File: config.mk
export PLATFORM = sky130hd
export DESIGN_NAME = ext_irq_controller_flat
export DESIGN_NICKNAME = d
export VERILOG_FILES = /design/src/rtl/ext_irq_pkg.sv /design/src/rtl/ext_irq_controller_if.sv /design/src/rtl/ext_irq_gateway.sv /design/src/rtl/ext_irq_controller.sv /design/src/flat_wrapper.sv
export SDC_FILE = /design/constraint.sdc
export NUM_CORES = 1
export LEC_CHECK = 0
export ABC_AREA = 1
export BUFFER_PORTS_ARGS = -buffer_cell sky130_fd_sc_hd__buf_2
export CORE_AREA = 2 2 65 67
export DETAILED_ROUTE_END_ITERATION = 6
export DIE_AREA = 0 0 67 69
export PLACE_DENSITY = 0.83
export SLEW_MARGIN = 20
export SYNTH_ARGS = -nofsm -noshare
export SYNTH_HDL_FRONTEND = slang
export SYNTH_HIERARCHICAL = 1
export SYNTH_SLANG_ARGS = --single-unit
File: constraint.sdc
create_clock -name clk -period 3.25 [get_ports clk]
set_input_delay 0.325 -clock clk [delete_from_list [all_inputs] [get_ports clk]]
set_output_delay 0.325 -clock clk [all_outputs]
set_load 0.03 [all_outputs]
File: src/rtl/ext_irq_pkg.sv
// Shared constants for the external interrupt controller: register offsets
// within the word-addressed window and the width of a source ID.
package ext_irq_pkg;

  localparam logic [2:0] EIC_PENDING   = 3'd0;
  localparam logic [2:0] EIC_ENABLE    = 3'd1;
  localparam logic [2:0] EIC_EDGE      = 3'd2;
  localparam logic [2:0] EIC_CLAIM     = 3'd3;
  localparam logic [2:0] EIC_COMPLETE  = 3'd4;
  localparam logic [2:0] EIC_INSERVICE = 3'd5;

  // IDs travel in wdata[7:0] for claim/complete and come back in CLAIM reads.
  localparam int EIC_ID_W = 8;
  typedef logic [EIC_ID_W-1:0] eic_id_t;

endpackage

File: src/rtl/ext_irq_controller_if.sv
// Register-window bus between the CPU data port / address decoder and the
// interrupt controller. rdata is combinational from the slave side.
interface ext_irq_controller_if #(
  parameter int XLEN = 32
);
  logic            sel;
  logic [XLEN-1:0] addr;
  logic [XLEN-1:0] wdata;
  logic [3:0]      wenable;
  logic [XLEN-1:0] rdata;

  modport master (output sel, addr, wdata, wenable, input rdata);
  modport slave  (input sel, addr, wdata, wenable, output rdata);
endinterface

File: src/rtl/ext_irq_gateway.sv
// Per-source gateway: synchroniser, rising-edge detect, pending latch and
// in-service flag. Claim/complete strobes arrive already validated.
module ext_irq_gateway #(
  parameter int SYNC_STAGES = 2
) (
  input  logic clk,
  input  logic rst_n,
  input  logic irq_raw,
  input  logic edge_mode,
  input  logic mode_clear,
  input  logic claim,
  input  logic complete,
  output logic pending,
  output logic in_service
);
  logic [SYNC_STAGES-1:0] sync_reg;
  logic                   prev_reg;
  logic                   pending_reg;
  logic                   in_service_reg;
  logic                   sync_line;
  logic                   rising;

  assign sync_line  = sync_reg[SYNC_STAGES-1];
  assign rising     = sync_line & ~prev_reg;
  assign pending    = pending_reg;
  assign in_service = in_service_reg;

  // Bring the raw line into clk and keep one cycle of history for edge detect.
  always_ff @(posedge clk) begin
    if (!rst_n) begin
      sync_reg <= '0;
      prev_reg <= 1'b0;
    end else begin
      sync_reg <= {sync_reg[SYNC_STAGES-2:0], irq_raw};
      prev_reg <= sync_line;
    end
  end

  // Pending latch: a claim wins, but an edge landing in the claim cycle is kept.
  always_ff @(posedge clk) begin
    if (!rst_n) begin
      pending_reg <= 1'b0;
    end else if (claim) begin
      pending_reg <= edge_mode & rising;
    end else if (mode_clear) begin
      pending_reg <= 1'b0;
    end else if (edge_mode) begin
      pending_reg <= pending_reg | rising;
    end else begin
      pending_reg <= sync_line & ~in_service_reg;
    end
  end

  // In-service flag set by a claim, cleared by the matching complete.
  always_ff @(posedge clk) begin
    if (!rst_n) begin
      in_service_reg <= 1'b0;
    end else if (claim) begin
      in_service_reg <= 1'b1;
    end else if (complete) begin
      in_service_reg <= 1'b0;
    end
  end

endmodule

File: src/rtl/ext_irq_controller.sv
// Machine-external interrupt controller: register window decode, ENABLE/EDGE
// storage, fixed-priority claim selection and the registered mei_pending.
module ext_irq_controller
  import ext_irq_pkg::*;
#(
  parameter int XLEN        = 32,
  parameter int MEI_PORTS   = 4,
  parameter int SYNC_STAGES = 2
) (
  input  logic                 clk,
  input  logic                 rst_n,
  input  logic [MEI_PORTS-1:0] irq_src,
  ext_irq_controller_if.slave  bus,
  output logic                 mei_pending
);
  logic [2:0]           offset;
  eic_id_t              wr_id;
  eic_id_t              claim_id;
  logic                 enable_wr;
  logic                 edge_wr;
  logic                 claim_wr;
  logic                 complete_wr;
  logic [MEI_PORTS-1:0] enable_reg;
  logic [MEI_PORTS-1:0] edge_reg;
  logic [MEI_PORTS-1:0] enable_next;
  logic [MEI_PORTS-1:0] edge_next;
  logic [MEI_PORTS-1:0] mode_clear;
  logic [MEI_PORTS-1:0] claim_hit;
  logic [MEI_PORTS-1:0] complete_hit;
  logic [MEI_PORTS-1:0] pending;
  logic [MEI_PORTS-1:0] in_service;
  logic [MEI_PORTS-1:0] claimable;
  logic [XLEN-1:0]      rdata_word;
  logic                 mei_pending_reg;
  logic                 unused_bits;

  assign offset      = bus.addr[4:2];
  assign wr_id       = bus.wdata[EIC_ID_W-1:0];
  assign enable_wr   = bus.sel & (offset == EIC_ENABLE);
  assign edge_wr     = bus.sel & (offset == EIC_EDGE);
  assign claim_wr    = bus.sel & bus.wenable[0] & (offset == EIC_CLAIM);
  assign complete_wr = bus.sel & bus.wenable[0] & (offset == EIC_COMPLETE);
  // Only addr[4:2] and the low data bits matter; the rest is deliberately dropped.
  assign unused_bits = ^{bus.addr, bus.wdata, bus.wenable};

  generate
    for (genvar gi = 0; gi < MEI_PORTS; gi++) begin : g_src
      // Bit gi of ENABLE/EDGE lives in byte lane gi/8.
      assign enable_next[gi]  = (enable_wr & bus.wenable[gi/8]) ? bus.wdata[gi] : enable_reg[gi];
      assign edge_next[gi]    = (edge_wr & bus.wenable[gi/8]) ? bus.wdata[gi] : edge_reg[gi];
      assign mode_clear[gi]   = edge_next[gi] != edge_reg[gi];
      // Claim needs the source pending (ENABLE not required); complete needs it in service.
      assign claim_hit[gi]    = claim_wr & (wr_id == eic_id_t'(gi + 1)) & pending[gi];
      assign complete_hit[gi] = complete_wr & (wr_id == eic_id_t'(gi + 1)) & in_service[gi];
      assign claimable[gi]    = pending[gi] & enable_reg[gi] & ~in_service[gi];

      ext_irq_gateway #(
        .SYNC_STAGES(SYNC_STAGES)
      ) u_gateway (
        .clk       (clk),
        .rst_n     (rst_n),
        .irq_raw   (irq_src[gi]),
        .edge_mode (edge_reg[gi]),
        .mode_clear(mode_clear[gi]),
        .claim     (claim_hit[gi]),
        .complete  (complete_hit[gi]),
        .pending   (pending[gi]),
        .in_service(in_service[gi])
      );
    end
  endgenerate

  // ENABLE and EDGE storage; lane masking is folded into the *_next vectors.
  always_ff @(posedge clk) begin
    if (!rst_n) begin
      enable_reg <= '0;
      edge_reg   <= '0;
    end else begin
      enable_reg <= enable_next;
      edge_reg   <= edge_next;
    end
  end

  // Fixed priority: lowest-numbered claimable source wins, reported as index+1.
  always_comb begin
    claim_id = '0;
    for (int i = MEI_PORTS - 1; i >= 0; i--) begin
      if (claimable[i]) begin
        claim_id = eic_id_t'(i + 1);
      end
    end
  end

  // Read mux, combinational from addr; deselected or unmapped offsets read 0.
  always_comb begin
    rdata_word = '0;
    if (bus.sel) begin
      case (offset)
        EIC_PENDING:   rdata_word[MEI_PORTS-1:0] = pending;
        EIC_ENABLE:    rdata_word[MEI_PORTS-1:0] = enable_reg;
        EIC_EDGE:      rdata_word[MEI_PORTS-1:0] = edge_reg;
        EIC_CLAIM:     rdata_word[EIC_ID_W-1:0]  = claim_id;
        EIC_INSERVICE: rdata_word[MEI_PORTS-1:0] = in_service;
        default:       rdata_word = '0;
      endcase
    end
  end

  assign bus.rdata = rdata_word;

  // Request to the CPU, one cycle behind the claimable state.
  always_ff @(posedge clk) begin
    if (!rst_n) begin
      mei_pending_reg <= 1'b0;
    end else begin
      mei_pending_reg <= (claim_id != '0);
    end
  end

  assign mei_pending = mei_pending_reg;

endmodule

File: src/flat_wrapper.sv
// flat-port wrapper written by rule: the top's interface ports become plain ports
module ext_irq_controller_flat import ext_irq_pkg::*;
#(
  parameter int XLEN        = 32,
  parameter int MEI_PORTS   = 4,
  parameter int SYNC_STAGES = 2
)
  (clk, rst_n, irq_src, mei_pending, bus_sel, bus_addr, bus_wdata, bus_wenable, bus_rdata);
  ext_irq_controller_if #(.XLEN(XLEN)) bus_i ();
  input  logic clk;
  input  logic rst_n;
  input  logic [MEI_PORTS-1:0] irq_src;
  output logic mei_pending;
  input wire logic [$bits(bus_i.sel)-1:0] bus_sel;
  input wire logic [$bits(bus_i.addr)-1:0] bus_addr;
  input wire logic [$bits(bus_i.wdata)-1:0] bus_wdata;
  input wire logic [$bits(bus_i.wenable)-1:0] bus_wenable;
  output wire logic [$bits(bus_i.rdata)-1:0] bus_rdata;
  assign bus_i.sel = bus_sel;
  assign bus_i.addr = bus_addr;
  assign bus_i.wdata = bus_wdata;
  assign bus_i.wenable = bus_wenable;
  assign bus_rdata = bus_i.rdata;
  ext_irq_controller #(.XLEN(XLEN), .MEI_PORTS(MEI_PORTS), .SYNC_STAGES(SYNC_STAGES)) u_core (.clk(clk), .rst_n(rst_n), .irq_src(irq_src), .bus(bus_i), .mei_pending(mei_pending));
endmodule
==> summary.md, run 1 <==
| Metric | Value |
|---|---|
| Status | complete, no violations |
| H-tree Lvls | 2 |
| DRC viols | 0 |
| Cell Pwr Density | between 300 and 400 mW/mm² |
| Setup violations, final | 0 |
| Row count | 23 |
| Synth warn | 6 |
| Sink Count | 29 |
| Routed WL | around 3.5 mm |
| Distinct cells, synth | 21 |
| Final Cell Area | between 0.0015 and 0.002 mm² |
| CTS root buf | clkbuf_8 |
| Cells after synthesis | between 200 and 300 |
| Layout Nets | about 380 |
| Worst Setup End Kind | primary output |
| Grt total ovfl | 0 |
| Core Region | 0.003914 mm² |
| RSZ-0062 raised after global routing | no |
| Remaining antenna violation count after routing | 0 |
| Placed cell areas | 0.001841 mm² |
| Clock transition at path regs | 0.05 ns |
| Post-synth top area cell | dfxtp_1 |
| Clk network pwr share | 37.6% |
| Sw frac | about 28% |
| LEAKAGE | ~1 nW |
| Post-route insts no fill | around 360 |
| Max_cap viols | 0 |
| Setup ws final | 1.473 ns |
| WHS | around 0.23 ns |
| CTS Buf Count | 5 |
| Gp weighted congestion | 0.8869 |
| First-pass GRT wire length | about 5.8 mm |
| Top-area cell type share of the netlist area | 32.27% |
| Reg power frac | 48.5% |
| PortBufs | 23 |
| Die area | 0.004623 mm² |
| Startpoint types | flip-flop |
| CTS tree | done |
| Count leader, synth | nand2_1 |
| Initial antenna violation count | 0 |
| Inserted Diodes | 0 |
| Io pins | 108 |
| Max Freq | 562.8 MHz |
| Final worst-path cycle share | between 50% and 60% |
| Avg WL per Cell | between 9 and 10 µm |
| Final min period | ~1.8 ns |
| Initial DRC Count | ~140 |
| Fin. Hold Viols | 0 |
| Area Overhead vs Synth | 7.093% |
| Resized cells post-CTS | 0 |
| Detailed-placement wirelength estimate | between 2 and 3 mm |
| Synth cell count leaders | nand2_1 (58), nor2_1 (56), inv_1 (42), dfxtp_1 (29), buf_4 (28) |
| Clk_lat worst skew | 0.28 ns |
| Logic pwr share | between 10% and 20% |
| Main synth FF type | dfxtp_1 |
| Number of synthesized flops with an enable pin | 0 |
| Initial Util | a little under half |
| Synthesis-stage register bit count | 29 |
| Arrival time worst endpoint | 1.45 ns |
| Setup TNS | 0 ns |
| Die width | between 60 and 70 µm |
| Register area | roughly 580 µm² |
| Peak VDD IR | approximately 0.25 mV |
| Final core utilization | 49.23% |
| Average via count per standard cell | about 4.7 |
| Worst endpoint required time | 2.92 ns |
| Clock buffer depth | 2 |
| Max reg flops | 8 |
| # placed instances | 350 |
| Postcts setup bufs | 0 |
| Largest net degree at the start of global routing | 22 |
| Number of global-route vias before repair | about 1.4k |
| Share of layout cells above drive strength 1 | 14.33% |
| Hold-fix buffers at CTS | 0 |
| Synth area leaders | dfxtp_1 (32%), nand2_1 (12%), buf_4 (12%), nor2_1 (12%), inv_1 (8.8%) |
| Post-Syn Area per Cell | approximately 6.4 µm² |
| Power, Total | 770.0 µW |
| DP Worst Slack | 1.510 ns |
| Switching pwr | approximately 210 µW |
| Gr usage total | ~16% |
| Critical path peak fanout | 4 |
| Die height | 69 µm |
| Post-synthesis async set-or-reset flop share | 0% |
| Cell Int Power | between 500 and 600 µW |
| Worst clock skew | 0.004596 ns |
| Pins Over Slew Limit | 0 |
| Via count | about 1.7k |
| Seq/Total Area, Yosys | about a third |
| Fillcell total | about 420 |
| WS Path Type | reg2out |
| Mapped Area | between 0.0015 and 0.002 mm² |
| Tightest Hold Check Type | in2reg |
| Area of the multi-input gates | 913.4 µm² |
| Drt pass-1 iters | 4 |
==> worst max-delay path, stage by stage (launching register included) <==
cell and delay, ns:
dfxtp_1 0.39, nand2_1 0.07, nor2_1 0.19, inv_1 0.07, nand2_1 0.07, nand2_1 0.04
a21oi_1 0.13, buf_2 0.21
==> routing by layer <==
| layer | wire (µm) | global-route usage [%] |
|---|---|---|
| met5 | 0 | 0 |
| met4 | 72 | 7.483 |
| met3 | 307 | 4.568 |
| met2 | 1640 | 26.73 |
| met1 | 1469 | 18.88 |
==> worst paths after layout <==
| check | from | endpoint | slack (ns) | cells past startpoint |
|---|---|---|---|---|
| worst max-delay path | u_core/g_src[0].u_gateway/pending | bus_rdata[0] | 1.47 | 7 |
| worst min-delay path | irq_src[3] | u_core/g_src[3].u_gateway/sync_reg[0] | 0.23 | 3 |
| worst max register to register | u_core/g_src[1].u_gateway/pending | u_core/g_src[1].u_gateway/pending | 2.22 | 4 |
| worst min register to register | u_core/g_src[2].u_gateway/sync_reg[0] | u_core/g_src[2].u_gateway/sync_reg[1] | 0.40 | 2 |
==> kinds of logic (layout without fill, tap and decap cells) <==
logic type,count (synthesis),in the layout,synth area share (%)
other,1,28,0.2084
flip-flops,29,29,32.27
AO/OA/AOI/OAI,24,24,7.510
AND/OR/NAND/NOR,151,151,37.41
buffers and inverters,76,75,22.60
==> cells in the final DEF, fill, tap and decap left out, drive strengths merged, types with 7 or more instances in the layout <==
cell     n
a21oi   14
buf     23
clkbuf   7
conb    28
dfxtp   29
inv     45
nand2   59
nand3   15
nand4   17
nor2    57
o21ai   10
==> power groups by stage <==
stage / clock (mW) / sequential [mW] / combinational [mW]
final: 0.289 / 0.373 / 0.107
after global routing: 0.319 / 0.374 / 0.118
after CTS: 0.302 / 0.373 / 0.106
after detailed placement: 0 / 0.381 / 0.106
after global placement: 0 / 0.381 / 0.104
after floorplan: 0 / 0.379 / 0.108
==> cell type report <==
type,count,share of cell area [%]
well taps,50,3.247
repair buffers,23,5.974
multi-input cells,203,47.40
clock buffers,7,4.481
flip-flops and latches,29,30.13
inverters,45,8.766
(Power assumes the default switching activity.)
==> inputs of run 2 (changes only) <==
--- a/config.mk
+++ b/config.mk
@@ -7,10 +7,10 @@
 export LEC_CHECK = 0
 export ABC_AREA = 1
 export BUFFER_PORTS_ARGS = -buffer_cell sky130_fd_sc_hd__buf_2
-export CORE_AREA = 2 2 65 67
+export CORE_AREA = 2 2 71 73
 export DETAILED_ROUTE_END_ITERATION = 6
-export DIE_AREA = 0 0 67 69
-export PLACE_DENSITY = 0.83
+export DIE_AREA = 0 0 73 75
+export PLACE_DENSITY = 0.74
 export SLEW_MARGIN = 20
 export SYNTH_ARGS = -nofsm -noshare
 export SYNTH_HDL_FRONTEND = slang
==> constraint.sdc (replaced) <==
create_clock -name clk -period 1.5 [get_ports clk]
set_input_delay 0.15 -clock clk [delete_from_list [all_inputs] [get_ports clk]]
set_output_delay 0.15 -clock clk [all_outputs]
set_load 0.03 [all_outputs]
==> summary.md, run 2 (synthesis results as in run 1) <==
| Metric | Value |
|---|---|
| Worst clock skew | 0.003188 ns (was 0.004596 ns) |
| Cell Int Power | 1.168 mW (was 555.3 µW) |
| Setup ws final | 0.07813 ns (was 1.473 ns) |
| Power, Total | 1.659 mW (was 770.0 µW) |
| Die area | 0.005475 mm² (was 0.004623 mm²) |
| Commonest non-fill, non-tap cell in the layout | nand2_1 (unchanged) |
| Max reg flops | 8 (unchanged) |
| CTS tree | done (unchanged) |
| Drt pass-1 iters | 4 (unchanged) |
| Tightest Hold Check Type | in2reg (unchanged) |
| Pins Over Slew Limit | 0 (unchanged) |
| Max Freq | approximately 700 MHz |
| Layout Nets | 391 (was 382) |
| Clock transition at path regs | 0.06 ns (was 0.05 ns) |
| Slowest CP cell | dfxtp_1 (unchanged) |
| Average via count per standard cell | 4.585 (was 4.728) |
| Initial antenna violation count | 0 (unchanged) |
| Critical path peak fanout | 4 (unchanged) |
| Logic pwr share | 14.9% (was 13.9%) |
| Sw frac | 29.57% (was 27.89%) |
| First-pass GRT wire length | 6.272 mm (was 5.844 mm) |
| Via count | 1701 (was 1688) |
| Most frequent cells in the layout | nand2_1 (56), nor2_1 (53), inv_1 (42) (was nand2_1 (58), nor2_1 (56), inv_1 (42)) |
| Slowest stage delay, CP | 0.33 ns (was 0.39 ns) |
| Final core utilization | 44.08% (was 49.23%) |
| Share of layout cells above drive strength 1 | 22.40% (was 14.33%) |
| Gp weighted congestion | 0.8413 (was 0.8869) |
| Clock buffer depth | 2 (unchanged) |
| Setup TNS | 0 ns (unchanged) |
| Arrival time worst endpoint | 1.27 ns (was 1.45 ns) |
| WS Path Type | reg2out (unchanged) |
| Grt total ovfl | 0 (unchanged) |
| Row count | 25 (was 23) |
| Area Overhead vs Synth | 14.19% (was 7.093%) |
| Hold-fix buffers at CTS | 0 (unchanged) |
| Buf/Inv on CP | 1 (was 2) |
| Worst endpoint required time | 1.35 ns (was 2.92 ns) |
| Fillcell total | 504 (was 415) |
| Gr usage total | 14.99% (was 16.18%) |
| Final worst-path cycle share | 94.79% |
| Worst-path cell chain | nand3b_1, nor2_2, nand2_1, a21oi_1, buf_4 (was nand2_1, nor2_1, inv_1, nand2_1, nand2_1, a21oi_1, buf_2) |
| Core Region | 0.004661 mm² (was 0.003914 mm²) |
| Switching pwr | 490.4 µW (was 214.7 µW) |
| CTS root buf | clkbuf_8 (unchanged) |
| PortBufs | 23 (unchanged) |
| Final min period | about 1.4 ns |
| Initial DRC Count | 71 (was 144) |
| Die height | 75 µm (was 69 µm) |
| Startpoint types | flip-flop (unchanged) |
| Peak VDD IR | 0.5935 mV (was 0.2511 mV) |
| Status | complete, no violations (unchanged) |
| Initial Util | 38.60% (was 45.97%) |
| Crit-path leading delay family | simple AND/OR/NAND/NOR gates (was flip-flops) |
| Avg WL per Cell | 10.28 µm (was 9.776 µm) |
| H-tree Lvls | 2 (unchanged) |
| Reg power frac | 48.8% (was 48.5%) |
| Largest net degree at the start of global routing | 17 (was 22) |
| Max_cap viols | 0 (unchanged) |
| Remaining antenna violation count after routing | 0 (unchanged) |
| Routed WL | 3.815 mm (was 3.490 mm) |
| Number of global-route vias before repair | 1489 (was 1449) |
| Die width | 73 µm (was 67 µm) |
| Detailed-placement wirelength estimate | 2.922 mm (was 2.660 mm) |
| Cell Pwr Density | 807.3 mW/mm² (was 399.6 mW/mm²) |
| Clk_lat worst skew | 0.28 ns (about the same) |
| LEAKAGE | 1.025 nW (was 0.9753 nW) |
| Setup violations, final | 0 (unchanged) |
| CTS Buf Count | 5 (unchanged) |
| Worst Setup End Kind | primary output (unchanged) |
| Fin. Hold Viols | 0 (unchanged) |
| DRC viols | 0 (unchanged) |
| Io pins | 108 (unchanged) |
| DP Worst Slack | 0.06702 ns (was 1.510 ns) |
| Sink Count | 29 (unchanged) |
| Clk network pwr share | 36.4% (was 37.6%) |
| Inserted Diodes | 0 (unchanged) |
run 2: changes by cell type in the layout (fill, tap and decap cells not counted), sizes merged:
cell,before,now
clkinv,0,2
buf,23,31
run 2: what timing repair did:
item,in CTS,in global routing
setup buffers,0,2
resized for setup,4,22
gates cloned,0,0
setup endpoints to repair,2,4
pin swaps,0,5
run 2: worst paths after layout:
kind                                          from                                    end  slack [ns]  cells after the start
min reg2reg  u_core/g_src[3].u_gateway/sync_reg[0]  u_core/g_src[3].u_gateway/sync_reg[1]        0.41                      2
max           u_core/g_src[3].u_gateway/in_service                           bus_rdata[2]        0.08                      5
max reg2reg      u_core/g_src[0].u_gateway/pending      u_core/g_src[0].u_gateway/pending        0.39                      5
min                                     irq_src[3]  u_core/g_src[3].u_gateway/sync_reg[0]        0.04                      3
run 2: power groups by stage:
stage	Sequential, mW	Clock, mW	Combinational [mW]
2_1_floorplan	0.821	0	0.234
5_1_grt	0.811	0.660	0.274
4_1_cts	0.808	0.626	0.243
3_5_place_dp	0.825	0	0.242
3_3_place_gp	0.824	0	0.238
6_report	0.809	0.603	0.247
run 2: cell type report:
type                            instances  area [µm²]  area share [%]
Sequential cell                        29       594.3           28.93
Multi-Input combinational cell        203       944.7           45.98
Clock buffer                            6       72.57           3.532
Timing Repair Buffer                   32       196.4           9.561
Tap cell                               54       67.56           3.289
Clock inverter                          2       10.01          0.4872
Inverter                               45       168.9           8.222
run 2: routing by layer:
| layer | GRT usage, % | vias up | wire length [µm] |
|---|---|---|---|
| met5 | 0 | - | 0 |
| met1 | 18.52 | 745 | 1754 |
| met3 | 3.079 | 10 | 227 |
| li1 | - | 889 | - |
| met2 | 24.52 | 57 | 1742 |
| met4 | 8.230 | 0 | 91 |
run 2: worst register-to-register path: cells and delay by family (launching register included):
kind | cells | cell delay, ns
DFF | 1 | 0.34
and+or+nand+nor | 3 | 0.41
buffers and inverters | 1 | 0.13
AOI/OAI and AO/OA | 1 | 0.15
run 2: stage by stage:
step	instance area [µm²]	std cells	hold slack [ns]
3_3_place_gp	1898	361	0.3311
2_1_floorplan	1901	308	0.2435
4_1_cts	1989	369	0.03519
5_1_grt	2054	371	0.05257
3_5_place_dp	1898	361	0.3335
6_report	2054	371	0.04429
